### src/rtl/pcs_pkg.sv
// Shared 1000BASE-X PCS definitions: synchronizer state encoding, comma
// patterns and the well-known code-groups used for alignment.
package pcs_pkg;

  typedef enum logic [1:0] {
    ST_LOSS    = 2'd0,
    ST_ACQUIRE = 2'd1,
    ST_SYNC    = 2'd2
  } sync_state_e;

  // Seven-bit comma prefix (bits a..g), both running disparities.
  localparam logic [6:0] COMMA_P = 7'b0011111;
  localparam logic [6:0] COMMA_N = 7'b1100000;

  localparam logic [9:0] K28_5_RDN = 10'b0011111010;
  localparam logic [9:0] K28_5_RDP = 10'b1100000101;
  localparam logic [9:0] D5_6      = 10'b1010010110;

  function automatic logic is_comma(input logic [9:0] cg);
    return (cg[9:3] == COMMA_P) || (cg[9:3] == COMMA_N);
  endfunction

endpackage

### src/rtl/pcs_sync_gen_if.sv
// Code-group bus between the PMA-side source and the synchronizer.
// The loss_cnt signal exists only when SYNC_STATS_EN is defined.
interface pcs_sync_gen_if;

  // Streaming contract: exactly one code-group per GTX_CLK, no backpressure.
  // cg_valid qualifies the code-group selected in the same cycle; the
  // outputs describe the code-group sampled on the previous edge.
  logic [9:0] PUDI;
  logic [9:0] TX_PUDR;
  logic       cg_valid;
  logic       signal_detect;
  logic       mr_loopback;
  logic [9:0] SUDI;
  logic       rx_even;
  logic       code_sync_status;
  logic [1:0] sync_state;
`ifdef SYNC_STATS_EN
  logic [15:0] loss_cnt;

  modport master (
    output PUDI, TX_PUDR, cg_valid, signal_detect, mr_loopback,
    input  SUDI, rx_even, code_sync_status, sync_state, loss_cnt
  );
  modport slave (
    input  PUDI, TX_PUDR, cg_valid, signal_detect, mr_loopback,
    output SUDI, rx_even, code_sync_status, sync_state, loss_cnt
  );
`else
  modport master (
    output PUDI, TX_PUDR, cg_valid, signal_detect, mr_loopback,
    input  SUDI, rx_even, code_sync_status, sync_state
  );
  modport slave (
    input  PUDI, TX_PUDR, cg_valid, signal_detect, mr_loopback,
    output SUDI, rx_even, code_sync_status, sync_state
  );
`endif

endinterface

### src/rtl/pcs_comma_detect.sv
// Combinational comma match on a 10-bit code-group; shared with the
// multi-lane aligner.
module pcs_comma_detect
  import pcs_pkg::*;
(
  input  logic [9:0] cg_i,
  output logic       comma_o
);

  assign comma_o = is_comma(cg_i);

endmodule

### src/rtl/pcs_sync_gen.sv
// 1000BASE-X PCS code-group synchronizer with loopback source mux.
// Optional SYNC_STATS_EN adds a saturating SYNC->LOSS event counter.
module pcs_sync_gen
  import pcs_pkg::*;
#(
  parameter int ACQ_COMMAS = 3,
  parameter int MAX_ERR    = 4,
  parameter int GOOD_CGS   = 4
) (
  input  logic           GTX_CLK,
  input  logic           mr_main_reset,
  pcs_sync_gen_if.slave  sif
);

  localparam int CW = $clog2(ACQ_COMMAS + 1);
  localparam int EW = $clog2(MAX_ERR + 1);
  localparam int GW = $clog2(GOOD_CGS + 1);

  sync_state_e   state_q, state_d;
  logic          rx_even_q, rx_even_d;
  logic [CW-1:0] comma_cnt_q, comma_cnt_d;
  logic [EW-1:0] err_cnt_q, err_cnt_d;
  logic [GW-1:0] good_cnt_q, good_cnt_d;
  logic [9:0]    sudi_q;

  logic [9:0] src;
  logic       sd;
  logic       comma;
  logic       good_cg;

  assign src = sif.mr_loopback ? sif.TX_PUDR : sif.PUDI;
  assign sd  = sif.mr_loopback | sif.signal_detect;

  pcs_comma_detect u_comma (
    .cg_i    (src),
    .comma_o (comma)
  );

  // rx_even still holds the parity of the previous code-group, so a comma
  // seen while it is 1 sits at an odd position.
  assign good_cg = sif.cg_valid && !(comma && rx_even_q);

  always_comb begin
    state_d     = state_q;
    rx_even_d   = ~rx_even_q;
    comma_cnt_d = comma_cnt_q;
    err_cnt_d   = err_cnt_q;
    good_cnt_d  = good_cnt_q;

    if (!sd) begin
      state_d     = ST_LOSS;
      comma_cnt_d = '0;
      err_cnt_d   = '0;
      good_cnt_d  = '0;
    end else begin
      case (state_q)
        ST_LOSS: begin
          if (comma) begin
            rx_even_d = 1'b1;
            if (ACQ_COMMAS == 1) begin
              state_d = ST_SYNC;
            end else begin
              state_d     = ST_ACQUIRE;
              comma_cnt_d = CW'(1);
            end
          end
        end

        ST_ACQUIRE: begin
          if (!sif.cg_valid || (comma && rx_even_q)) begin
            state_d     = ST_LOSS;
            comma_cnt_d = '0;
          end else if (comma) begin
            if ((int'(comma_cnt_q) + 1) >= ACQ_COMMAS) begin
              state_d     = ST_SYNC;
              comma_cnt_d = '0;
              err_cnt_d   = '0;
              good_cnt_d  = '0;
            end else begin
              comma_cnt_d = comma_cnt_q + CW'(1);
            end
          end
        end

        ST_SYNC: begin
          if (!good_cg) begin
            good_cnt_d = '0;
            if ((int'(err_cnt_q) + 1) >= MAX_ERR) begin
              state_d   = ST_LOSS;
              err_cnt_d = '0;
            end else begin
              err_cnt_d = err_cnt_q + EW'(1);
            end
          end else if (err_cnt_q != '0) begin
            // Each run of GOOD_CGS good code-groups forgives one error.
            if ((int'(good_cnt_q) + 1) >= GOOD_CGS) begin
              err_cnt_d  = err_cnt_q - EW'(1);
              good_cnt_d = '0;
            end else begin
              good_cnt_d = good_cnt_q + GW'(1);
            end
          end else begin
            good_cnt_d = '0;
          end
        end

        default: begin
          state_d     = ST_LOSS;
          comma_cnt_d = '0;
          err_cnt_d   = '0;
          good_cnt_d  = '0;
        end
      endcase
    end
  end

  always_ff @(posedge GTX_CLK or negedge mr_main_reset) begin
    if (!mr_main_reset) begin
      state_q     <= ST_LOSS;
      rx_even_q   <= 1'b0;
      comma_cnt_q <= '0;
      err_cnt_q   <= '0;
      good_cnt_q  <= '0;
      sudi_q      <= 10'h000;
    end else begin
      state_q     <= state_d;
      rx_even_q   <= rx_even_d;
      comma_cnt_q <= comma_cnt_d;
      err_cnt_q   <= err_cnt_d;
      good_cnt_q  <= good_cnt_d;
      sudi_q      <= src;
    end
  end

  assign sif.SUDI             = sudi_q;
  assign sif.rx_even          = rx_even_q;
  assign sif.code_sync_status = (state_q == ST_SYNC);
  assign sif.sync_state       = state_q;

`ifdef SYNC_STATS_EN
  logic [15:0] loss_cnt_q;

  always_ff @(posedge GTX_CLK or negedge mr_main_reset) begin
    if (!mr_main_reset) begin
      loss_cnt_q <= 16'h0000;
    end else if ((state_q == ST_SYNC) && (state_d == ST_LOSS) &&
                 (loss_cnt_q != 16'hFFFF)) begin
      loss_cnt_q <= loss_cnt_q + 16'h0001;
    end
  end

  assign sif.loss_cnt = loss_cnt_q;
`endif

endmodule
### src/flat_wrapper.sv
// flat-port wrapper written by rule: the top's interface ports become plain ports
module pcs_sync_gen_flat import pcs_pkg::*;
#(
  parameter int ACQ_COMMAS = 3,
  parameter int MAX_ERR    = 4,
  parameter int GOOD_CGS   = 4
)
  (GTX_CLK, mr_main_reset, sif_PUDI, sif_TX_PUDR, sif_cg_valid, sif_signal_detect, sif_mr_loopback, sif_SUDI, sif_rx_even, sif_code_sync_status, sif_sync_state);
  pcs_sync_gen_if sif_i ();
  input  logic GTX_CLK;
  input  logic mr_main_reset;
  input wire logic [$bits(sif_i.PUDI)-1:0] sif_PUDI;
  input wire logic [$bits(sif_i.TX_PUDR)-1:0] sif_TX_PUDR;
  input wire logic [$bits(sif_i.cg_valid)-1:0] sif_cg_valid;
  input wire logic [$bits(sif_i.signal_detect)-1:0] sif_signal_detect;
  input wire logic [$bits(sif_i.mr_loopback)-1:0] sif_mr_loopback;
  output wire logic [$bits(sif_i.SUDI)-1:0] sif_SUDI;
  output wire logic [$bits(sif_i.rx_even)-1:0] sif_rx_even;
  output wire logic [$bits(sif_i.code_sync_status)-1:0] sif_code_sync_status;
  output wire logic [$bits(sif_i.sync_state)-1:0] sif_sync_state;
  assign sif_i.PUDI = sif_PUDI;
  assign sif_i.TX_PUDR = sif_TX_PUDR;
  assign sif_i.cg_valid = sif_cg_valid;
  assign sif_i.signal_detect = sif_signal_detect;
  assign sif_i.mr_loopback = sif_mr_loopback;
  assign sif_SUDI = sif_i.SUDI;
  assign sif_rx_even = sif_i.rx_even;
  assign sif_code_sync_status = sif_i.code_sync_status;
  assign sif_sync_state = sif_i.sync_state;
  pcs_sync_gen #(.ACQ_COMMAS(ACQ_COMMAS), .MAX_ERR(MAX_ERR), .GOOD_CGS(GOOD_CGS)) u_core (.GTX_CLK(GTX_CLK), .mr_main_reset(mr_main_reset), .sif(sif_i));
endmodule
### config.mk
export PLATFORM = sky130hd
export DESIGN_NAME = pcs_sync_gen_flat
export DESIGN_NICKNAME = d
export VERILOG_FILES = /design/src/rtl/pcs_pkg.sv /design/src/rtl/pcs_sync_gen_if.sv /design/src/rtl/pcs_comma_detect.sv /design/src/rtl/pcs_sync_gen.sv /design/src/flat_wrapper.sv
export SDC_FILE = /design/constraint.sdc
export NUM_CORES = 1
export LEC_CHECK = 0
export ABC_AREA = 1
export CAP_MARGIN = 20
export CORE_ASPECT_RATIO = 2
export CORE_MARGIN = 1
export CORE_UTILIZATION = 41
export DETAILED_ROUTE_END_ITERATION = 8
export PLACE_DENSITY = 0.75
export SETUP_SLACK_MARGIN = 0.4
export SLEW_MARGIN = 20
export SYNTH_ARGS = -nofsm -noshare
export SYNTH_HDL_FRONTEND = slang
export SYNTH_HIERARCHICAL = 1
export SYNTH_SLANG_ARGS = --single-unit
### constraint.sdc
create_clock -name GTX_CLK -period 1.25 [get_ports GTX_CLK]
set_input_delay 0.25 -clock GTX_CLK [delete_from_list [all_inputs] [get_ports GTX_CLK]]
set_output_delay 0.25 -clock GTX_CLK [all_outputs]
set_load 0.05 [all_outputs]
==> impl_metrics.xml, run 1 <==
<?xml version="1.0" encoding="UTF-8"?>
<metrics>
  <group name="status">
    <metric name="status" unit="">finished with violations</metric>
    <metric name="violations" unit="">negative setup slack</metric>
  </group>
  <group name="clocking">
    <metric name="clkSlewWorstSetupHoldPaths" unit="ps">80</metric>
    <metric name="tritoncts_buffer_count" unit="">3</metric>
    <metric name="buffer_depth_of_the_longest_clock_path" unit="">2</metric>
    <metric name="cts_tree" unit="">done</metric>
    <metric name="ctsHoldBuffers" unit="">0</metric>
    <metric name="tritoncts_num_sinks" unit="">21</metric>
    <metric name="ctsHtreeMaxLevel" unit="">1</metric>
    <metric name="clock_tree.root_cell" unit="">sky130_fd_sc_hd__clkbuf_8</metric>
    <metric name="clk-insertion-delay-late" unit="ps">260</metric>
  </group>
  <group name="critical_path">
    <metric name="reg2reg_slack" unit="ps">-180</metric>
    <metric name="startpoint" unit="">sif_mr_loopback</metric>
    <metric name="critical_path.slowest_cell" unit="">sky130_fd_sc_hd__nand2_4</metric>
    <metric name="r2r_end" unit="">u_core/err_cnt_q[1]</metric>
    <metric name="cell_depth_of_the_worst_flop_to_flop_path" unit="">6</metric>
    <metric name="cpMostUsedCell" unit="">sky130_fd_sc_hd__nand2_2</metric>
    <metric name="critPathKind" unit="">in2reg</metric>
    <metric name="worst_ep_arrival_time" unit="ps">1830</metric>
    <metric name="critical_path.max_stage_delay" unit="ps">150</metric>
    <metric name="critical_path.endpoint" unit="">u_core/comma_cnt_q[0]</metric>
    <metric name="cp-start-kind" unit="">input port</metric>
    <metric name="timing.critical_path.cells" unit="">buf_8, buf_8, clkinv_8, nand2_2, nand2_2, nand2_1, nor2_1, nand2_1, nand2_2, nand2_2, nand2_4, nor2_2, nand2_2, nand3_2, nand2_1, o21ai_1</metric>
    <metric name="cp-end-kind" unit="">flop</metric>
    <metric name="r2r-start" unit="">u_core/err_cnt_q[0]</metric>
    <metric name="crit_path_max_fanout" unit="">8</metric>
    <metric name="cp_data_required_time" unit="ps">1400</metric>
  </group>
  <group name="sta">
    <metric name="clock-skew-final" unit="ps">2.224</metric>
    <metric name="timing_hold_violations_final" unit="">0</metric>
    <metric name="report.final.setup_viol" unit="">13</metric>
    <metric name="relSlewSlack" unit="%">76.42</metric>
    <metric name="final.min_clock_period" unit="ps">1684</metric>
    <metric name="max_slew.worst_pin.slew" unit="ps">352.4</metric>
    <metric name="max_freq" unit="MHz">593.7</metric>
    <metric name="final_max_slew_viol_count" unit="">0</metric>
    <metric name="whs" unit="ps">324.3</metric>
    <metric name="min_period_over_period" unit="%">134.7</metric>
    <metric name="rsz0062_at_grt" unit="">true</metric>
    <metric name="setup_total_negative_slack" unit="ps">-3980</metric>
    <metric name="post_route_worst_setup_slack" unit="ps">-434.3</metric>
  </group>
  <group name="synthesis">
    <metric name="yosys-top-cells-area" unit="">sky130_fd_sc_hd__dfrtp_1 (43%), sky130_fd_sc_hd__nand2_1 (22%), sky130_fd_sc_hd__inv_1 (6.2%)</metric>
    <metric name="synth.yosys.seq_area_share" unit="%">43.43</metric>
    <metric name="number_of_synthesized_flops_with_an_enable_pin" unit="">0</metric>
    <metric name="yosys.area.top_type" unit="">sky130_fd_sc_hd__dfrtp_1</metric>
    <metric name="syn-mean-instance-area" unit="µm²">7.289</metric>
    <metric name="synth-async-reset-ratio" unit="%">100.0</metric>
    <metric name="ys_seq_elements" unit="">21</metric>
    <metric name="synth_flop_cell" unit="">sky130_fd_sc_hd__dfrtp_1</metric>
    <metric name="syn_nets" unit="">195</metric>
    <metric name="post_synth_most_frequent_cells" unit="">sky130_fd_sc_hd__nand2_1 (70), sky130_fd_sc_hd__dfrtp_1 (21), sky130_fd_sc_hd__inv_1 (20)</metric>
    <metric name="yosys_warnings" unit="">6</metric>
    <metric name="synth_top_cell_area_share" unit="%">43.43</metric>
    <metric name="synthMostInstantiatedCell" unit="">sky130_fd_sc_hd__nand2_1</metric>
    <metric name="syn-cell-area" unit="µm²">1210</metric>
    <metric name="synth.lib_cells_used.distinct" unit="">24</metric>
    <metric name="synth_cells" unit="">166</metric>
  </group>
  <group name="power">
    <metric name="seq_power_share" unit="%">37.5</metric>
    <metric name="power.combinational.fraction" unit="%">41.2</metric>
    <metric name="power_density" unit="nW/µm²">890.2</metric>
    <metric name="p_leak" unit="µW">0.001196</metric>
    <metric name="power.share.clock" unit="%">21.3</metric>
    <metric name="power.net_switching" unit="µW">739.7</metric>
    <metric name="worst_supply_voltage_drop_on_vdd" unit="µV">861.8</metric>
    <metric name="internal_power" unit="µW">1395</metric>
    <metric name="power_switching_share" unit="%">34.64</metric>
  </group>
  <group name="place">
    <metric name="preCtsSetupSlack" unit="ps">-965.3</metric>
    <metric name="placement.io_buffers" unit="">38</metric>
    <metric name="gp_congestion" unit="">0.8568</metric>
    <metric name="dp.final_hpwl" unit="µm">2605</metric>
  </group>
  <group name="global_route">
    <metric name="grt_pass1_wl" unit="µm">5837</metric>
    <metric name="grt_pass1_vias" unit="">1444</metric>
    <metric name="grt_antenna_before_repair" unit="">0</metric>
    <metric name="grt_start_max_net_pins" unit="">22</metric>
    <metric name="global_route.overflow_total" unit="">0</metric>
    <metric name="grt_use_total" unit="%">26.45</metric>
  </group>
  <group name="floorplanning">
    <metric name="floorplan.initialDensity" unit="%">43.68</metric>
    <metric name="fp.dieH" unit="µm">78.83</metric>
    <metric name="die-width" unit="µm">40.41</metric>
    <metric name="num_rows" unit="">27</metric>
    <metric name="core" unit="µm²">2770</metric>
    <metric name="fp.dieArea" unit="µm²">3185</metric>
    <metric name="boundaryPins" unit="">39</metric>
  </group>
  <group name="min_path">
    <metric name="timing.hold.worst.class" unit="">in2reg</metric>
  </group>
  <group name="cells_and_area">
    <metric name="post_layout_util" unit="%">86.59</metric>
    <metric name="area.growth.synth_to_final" unit="%">98.24</metric>
    <metric name="fillers" unit="">129</metric>
    <metric name="antenna_cells" unit="">0</metric>
    <metric name="final_nets" unit="">281</metric>
    <metric name="post_route_cells_drive_above_1_share" unit="%">48.61</metric>
  </group>
  <group name="routing">
    <metric name="initialDrtViolationCount" unit="">40</metric>
    <metric name="drt_pre_antenna_iters" unit="">4</metric>
    <metric name="wl" unit="µm">4791</metric>
    <metric name="wl_per_cell" unit="µm">17.11</metric>
    <metric name="via_count" unit="">1487</metric>
    <metric name="detail-route-antenna-nets" unit="">0</metric>
    <metric name="drcViolationCount" unit="">0</metric>
    <metric name="post_drt_via_cell_ratio" unit="">5.311</metric>
  </group>
  <group name="run">
    <metric name="cap_violations" unit="">0</metric>
  </group>
</metrics>
## through the flow
| step | area, µm² | power (µW) | cells |
|---|---|---|---|
| after global routing | 2399 | 2211 | 280 |
| after CTS | 2181 | 1992 | 275 |
| after global placement | 1948 | 1458 | 253 |
| final | 2399 | 2135 | 280 |
| after floorplan | 1254 | 1085 | 166 |
| after detailed placement | 1948 | 1473 | 253 |
## flip-flops by register name (all words and copies together), names as in the netlist
signal / count
u_core/comma_cnt_q: 2
u_core/err_cnt_q: 3
u_core/good_cnt_q: 3
u_core/sif.SUDI: 10
u_core/sif.rx_even: 1
u_core/sif.sync_state: 2
## cell usage in the layout, fill, tap and decap left out, types with 2 or more instances in the layout
cell and instances:
sky130_fd_sc_hd__ha_1 4, sky130_fd_sc_hd__nand2_2 14, sky130_fd_sc_hd__nand3_1 3, sky130_fd_sc_hd__nand4_1 2, sky130_fd_sc_hd__inv_1 12, sky130_fd_sc_hd__nor2_4 3, sky130_fd_sc_hd__clkbuf_8 3, sky130_fd_sc_hd__clkdlybuf4s50_1 9
sky130_fd_sc_hd__nand2_1 48, sky130_fd_sc_hd__dlygate4sd2_1 14, sky130_fd_sc_hd__o21ai_1 7, sky130_fd_sc_hd__nor2_2 5, sky130_fd_sc_hd__buf_4 27, sky130_fd_sc_hd__buf_6 17, sky130_fd_sc_hd__dfrtp_1 18, sky130_fd_sc_hd__buf_8 2
sky130_fd_sc_hd__dfrtp_2 3, sky130_fd_sc_hd__nor2_1 8, sky130_fd_sc_hd__or2_2 2, sky130_fd_sc_hd__nand2_4 12, sky130_fd_sc_hd__inv_2 7, sky130_fd_sc_hd__buf_12 14, sky130_fd_sc_hd__nand3_2 5
## worst max-delay path, delay by kind of cell
family / cells / cell delay, ps
AND/OR/NAND/NOR: 12 / 1190
buffers and inverters: 3 / 310
AO/OA/AOI/OAI: 1 / 70
## how the worst min path moves through the flow
stage | start | to | cells past startpoint
final | sif_mr_loopback | u_core/sif.SUDI[2] | 4
after detailed placement | u_core/good_cnt_q[2] | u_core/good_cnt_q[2] | 2
after global placement | u_core/comma_cnt_q[0] | u_core/comma_cnt_q[0] | 2
after floorplan | mr_main_reset | u_core/comma_cnt_q[0] | 0
after global routing | sif_mr_loopback | u_core/sif.SUDI[2] | 4
after CTS | sif_TX_PUDR[4] | u_core/sif.SUDI[4] | 3
## cell families (layout without fill, tap and decap cells)
family	count (synthesis)	in the layout	synth area share, %
flops	21	21	43.43
simple gates	105	105	38.68
fa+ha+maj	4	4	4.137
buf+inv	23	108	7.135
xor+xnor	1	1	0.7240
compound gates	12	12	5.895
## routing by layer
metal	vias up	global-route usage (%)	wire [µm]
met4	0	14.67	140
met2	71	49.68	2831
met1	723	23.39	1645
met3	15	3.352	174
li1	678	-	-
met5	-	0	0
## power by group through the flow
stage	clock network, µW	registers, µW	logic, µW
floorplan	0	917	168
global placement	0	801	657
detailed placement	0	805	668
CTS	455	792	745
global route	484	805	921
finish	455	801	879
## final cells by class
class | instances | area [µm²] | area share (%)
repair buffers | 83 | 917.1 | 38.24
multi-input cells | 122 | 775.7 | 32.34
flip-flops and latches | 21 | 529.3 | 22.07
inverters | 21 | 93.84 | 3.912
clock buffers | 3 | 41.29 | 1.721
well taps | 29 | 36.28 | 1.513
clock inverters | 1 | 5.005 | 0.2087
## timing repair
item,CTS,global route
gates resized for setup,42,54
endpoints found under the hold margin,0,0
setup endpoints to repair,35,26
setup buffers,18,5
pin swaps,39,28
Note: power is estimated with default switching activity, not from simulation.
==> inputs of run 2 (changes only) <==
- HOLD_SLACK_MARGIN: not set -> 0.05
- TNS_END_PERCENT: not set -> 20
==> run 2 against run 1 <==
Global-route usage is 3.5 points higher; sequential share of layout area is 0.65 points higher; clock power fell by 0.9%; critical path depth unchanged; core utilization fell by 2.7 points; power decreased by 2.1%; setup slack worse by 22 ps; the flow still finishes with violations (negative setup slack); combinational power is 4.2% lower; largest power group unchanged.
==> impl_metrics.xml, run 2 (synthesized netlist as in run 1, its figures left out) <==
<?xml version="1.0" encoding="UTF-8"?>
<metrics>
  <group name="global_route">
    <metric name="grt_use_total" unit="%">29.91</metric>
    <metric name="global_route.overflow_total" unit="">0</metric>
    <metric name="grt_pass1_wl" unit="µm">6506</metric>
    <metric name="grt_start_max_net_pins" unit="">22</metric>
    <metric name="grt_pass1_vias" unit="">1596</metric>
    <metric name="grt_antenna_before_repair" unit="">0</metric>
  </group>
  <group name="clocking">
    <metric name="ctsHtreeMaxLevel" unit="">1</metric>
    <metric name="tritoncts_num_sinks" unit="">21</metric>
    <metric name="clk-insertion-delay-late" unit="ps">270</metric>
    <metric name="clkSlewWorstSetupHoldPaths" unit="ps">80</metric>
    <metric name="clock_tree.root_cell" unit="">sky130_fd_sc_hd__clkbuf_8</metric>
    <metric name="cts_tree" unit="">done</metric>
    <metric name="buffer_depth_of_the_longest_clock_path" unit="">2</metric>
    <metric name="tritoncts_buffer_count" unit="">3</metric>
  </group>
  <group name="routing">
    <metric name="via_count" unit="">1455</metric>
    <metric name="initialDrtViolationCount" unit="">29</metric>
    <metric name="highest-signal-layer" unit="">met4</metric>
    <metric name="post_drt_via_cell_ratio" unit="">5.234</metric>
    <metric name="route.met3.wl" unit="µm">168</metric>
    <metric name="wl_per_cell" unit="µm">16.71</metric>
    <metric name="drt_pre_antenna_iters" unit="">4</metric>
    <metric name="met2_wirelength" unit="µm">2766</metric>
    <metric name="wl" unit="µm">4646</metric>
    <metric name="m1WireLength" unit="µm">1526</metric>
    <metric name="drcViolationCount" unit="">0</metric>
    <metric name="detail-route-antenna-nets" unit="">0</metric>
  </group>
  <group name="cells_and_area">
    <metric name="area.growth.synth_to_final" unit="%">92.14</metric>
    <metric name="post_route_cells_drive_above_1_share" unit="%">47.39</metric>
    <metric name="fillers" unit="">153</metric>
    <metric name="layout_common_cells" unit="">sky130_fd_sc_hd__nand2_1 (47), sky130_fd_sc_hd__buf_4 (39), sky130_fd_sc_hd__dfrtp_1 (19)</metric>
    <metric name="antenna_cells" unit="">0</metric>
    <metric name="final_nets" unit="">279</metric>
    <metric name="final_common_cell" unit="">sky130_fd_sc_hd__nand2_1</metric>
    <metric name="largest_reg_flops" unit="">10</metric>
    <metric name="finish.cell_count_without_fillers" unit="">278</metric>
  </group>
  <group name="power">
    <metric name="p_leak" unit="µW">0.001159</metric>
    <metric name="power_density" unit="nW/µm²">899.3</metric>
    <metric name="worst_supply_voltage_drop_on_vdd" unit="µV">854.0</metric>
  </group>
  <group name="place">
    <metric name="preCtsSetupSlack" unit="ps">-1004</metric>
    <metric name="placement.io_buffers" unit="">38</metric>
    <metric name="dpl.cell_count" unit="">256</metric>
    <metric name="dp.final_hpwl" unit="µm">2717</metric>
    <metric name="gp_congestion" unit="">0.8495</metric>
  </group>
  <group name="floorplanning">
    <metric name="core" unit="µm²">2770</metric>
    <metric name="boundaryPins" unit="">39</metric>
    <metric name="floorplan.initialDensity" unit="%">43.68</metric>
    <metric name="num_rows" unit="">27</metric>
    <metric name="die-width" unit="µm">40.41</metric>
    <metric name="fp.dieH" unit="µm">78.83</metric>
    <metric name="fp.dieArea" unit="µm²">3185</metric>
  </group>
  <group name="sta">
    <metric name="timing_hold_violations_final" unit="">0</metric>
    <metric name="max_slew.worst_pin.slew" unit="ps">455.7</metric>
    <metric name="final.min_clock_period" unit="ps">1707</metric>
    <metric name="clock-skew-final" unit="ps">7.699</metric>
    <metric name="min_period_over_period" unit="%">136.5</metric>
    <metric name="rsz0062_at_grt" unit="">true</metric>
    <metric name="post_route_worst_setup_slack" unit="ps">-456.8</metric>
    <metric name="final_max_slew_viol_count" unit="">0</metric>
    <metric name="report.final.setup_viol" unit="">14</metric>
    <metric name="max_freq" unit="MHz">585.9</metric>
    <metric name="relSlewSlack" unit="%">69.51</metric>
  </group>
  <group name="critical_path">
    <metric name="worst_ep_arrival_time" unit="ps">1850</metric>
    <metric name="crit_path_max_fanout" unit="">8</metric>
    <metric name="cp_data_required_time" unit="ps">1400</metric>
    <metric name="cp-start-kind" unit="">input port</metric>
    <metric name="critPathKind" unit="">in2reg</metric>
    <metric name="cp-end-kind" unit="">flop</metric>
  </group>
  <group name="status">
    <metric name="status" unit="">finished with violations</metric>
    <metric name="violations" unit="">negative setup slack</metric>
  </group>
  <group name="min_path">
    <metric name="timing.hold.worst.class" unit="">in2async</metric>
  </group>
  <group name="run">
    <metric name="cap_violations" unit="">0</metric>
  </group>
</metrics>
==> run 2: cell count changes in the layout (fill, tap and decap cells not counted), sizes merged <==
cell and delta:
clkdlybuf4s15 +1, buf -2, inv -1, dlygate4sd2 -2, clkbuf +2
==> run 2: layout make-up <==
| cell class | count | area, µm² | area share [%] |
|---|---|---|---|
| Clock buffer | 4 | 45.04 | 1.938 |
| Inverter | 21 | 98.84 | 4.252 |
| Tap cell | 29 | 36.28 | 1.561 |
| Multi-Input combinational cell | 122 | 775.7 | 33.37 |
| Sequential cell | 21 | 528.0 | 22.71 |
| Timing Repair Buffer | 81 | 840.8 | 36.17 |
==> run 2: metal layers <==
layer	global-route usage [%]	up-vias
met2	56.51	68
met1	25.59	691
li1	-	676
met3	3.911	20
met5	0	-
met4	17.33	0
==> run 2: path summary, 6_finish.rpt <==
check / startpoint / end / slack (ps) / depth (start not counted)
max: sif_mr_loopback / u_core/sif.sync_state[0] / -460 / 16
min: mr_main_reset / u_core/sif.sync_state[0] / 330 / 2
max reg2reg: u_core/err_cnt_q[0] / u_core/sif.sync_state[0] / -140 / 7
min reg2reg: u_core/good_cnt_q[2] / u_core/good_cnt_q[2] / 540 / 2
max in group asynchronous: mr_main_reset / u_core/sif.sync_state[1] / 690 / 2
min in group GTX_CLK: sif_PUDI[6] / u_core/sif.SUDI[6] / 500 / 5
==> run 2: critical path, stage by stage <==
cell and delay (ps):
sky130_fd_sc_hd__buf_8 100, sky130_fd_sc_hd__buf_8 130, sky130_fd_sc_hd__clkinv_8 90, sky130_fd_sc_hd__nand2_2 80, sky130_fd_sc_hd__nand2_2 110, sky130_fd_sc_hd__nand2_2 80
sky130_fd_sc_hd__nor2_2 100, sky130_fd_sc_hd__nand2_1 80, sky130_fd_sc_hd__nand2_2 90, sky130_fd_sc_hd__nand2_2 70, sky130_fd_sc_hd__nand2_4 150, sky130_fd_sc_hd__inv_4 60
sky130_fd_sc_hd__nand3b_1 110, sky130_fd_sc_hd__nand2_1 110, sky130_fd_sc_hd__o21bai_1 160, sky130_fd_sc_hd__nand2_1 90
==> run 2: what timing repair did <==
item | 4_1_cts | 5_1_grt
gates resized for setup | 44 | 38
hold buffers | 0 | 0
buffers inserted | 14 | 3
pin swaps | 42 | 24
setup endpoints to repair | 35 | 26
cloned | 1 | 0
==> run 2: where the power goes <==
part           switching, µW  internal [µW]  total, µW  leakage [µW]
sequential              63.8            734        797      0.000267
clock                    224            227        451     0.0000228
combinational            439            402        842      0.000869
==> run 2: per-stage QoR <==
stage	utilization (%)	total power (µW)	hold slack, ps	TNS [ps]	area (µm²)
global route	83.92	2163	371.0	-4644	2325
detailed placement	71.09	1483	516.7	-10810	1969
finish	83.92	2091	331.9	-4066	2325
CTS	78.64	2002	342.9	-2035	2178
global placement	71.09	1462	493.7	-9323	1969
floorplan	-	1083	-45.59	-2541	1252
==> inputs of run 3 (changes only) <==
- CAP_MARGIN: 20 -> not set
- CTS_CLUSTER_DIAMETER: not set -> 30
==> results of run 3 <==
The final DEF is identical to that of run 2; final timing and power are the same.
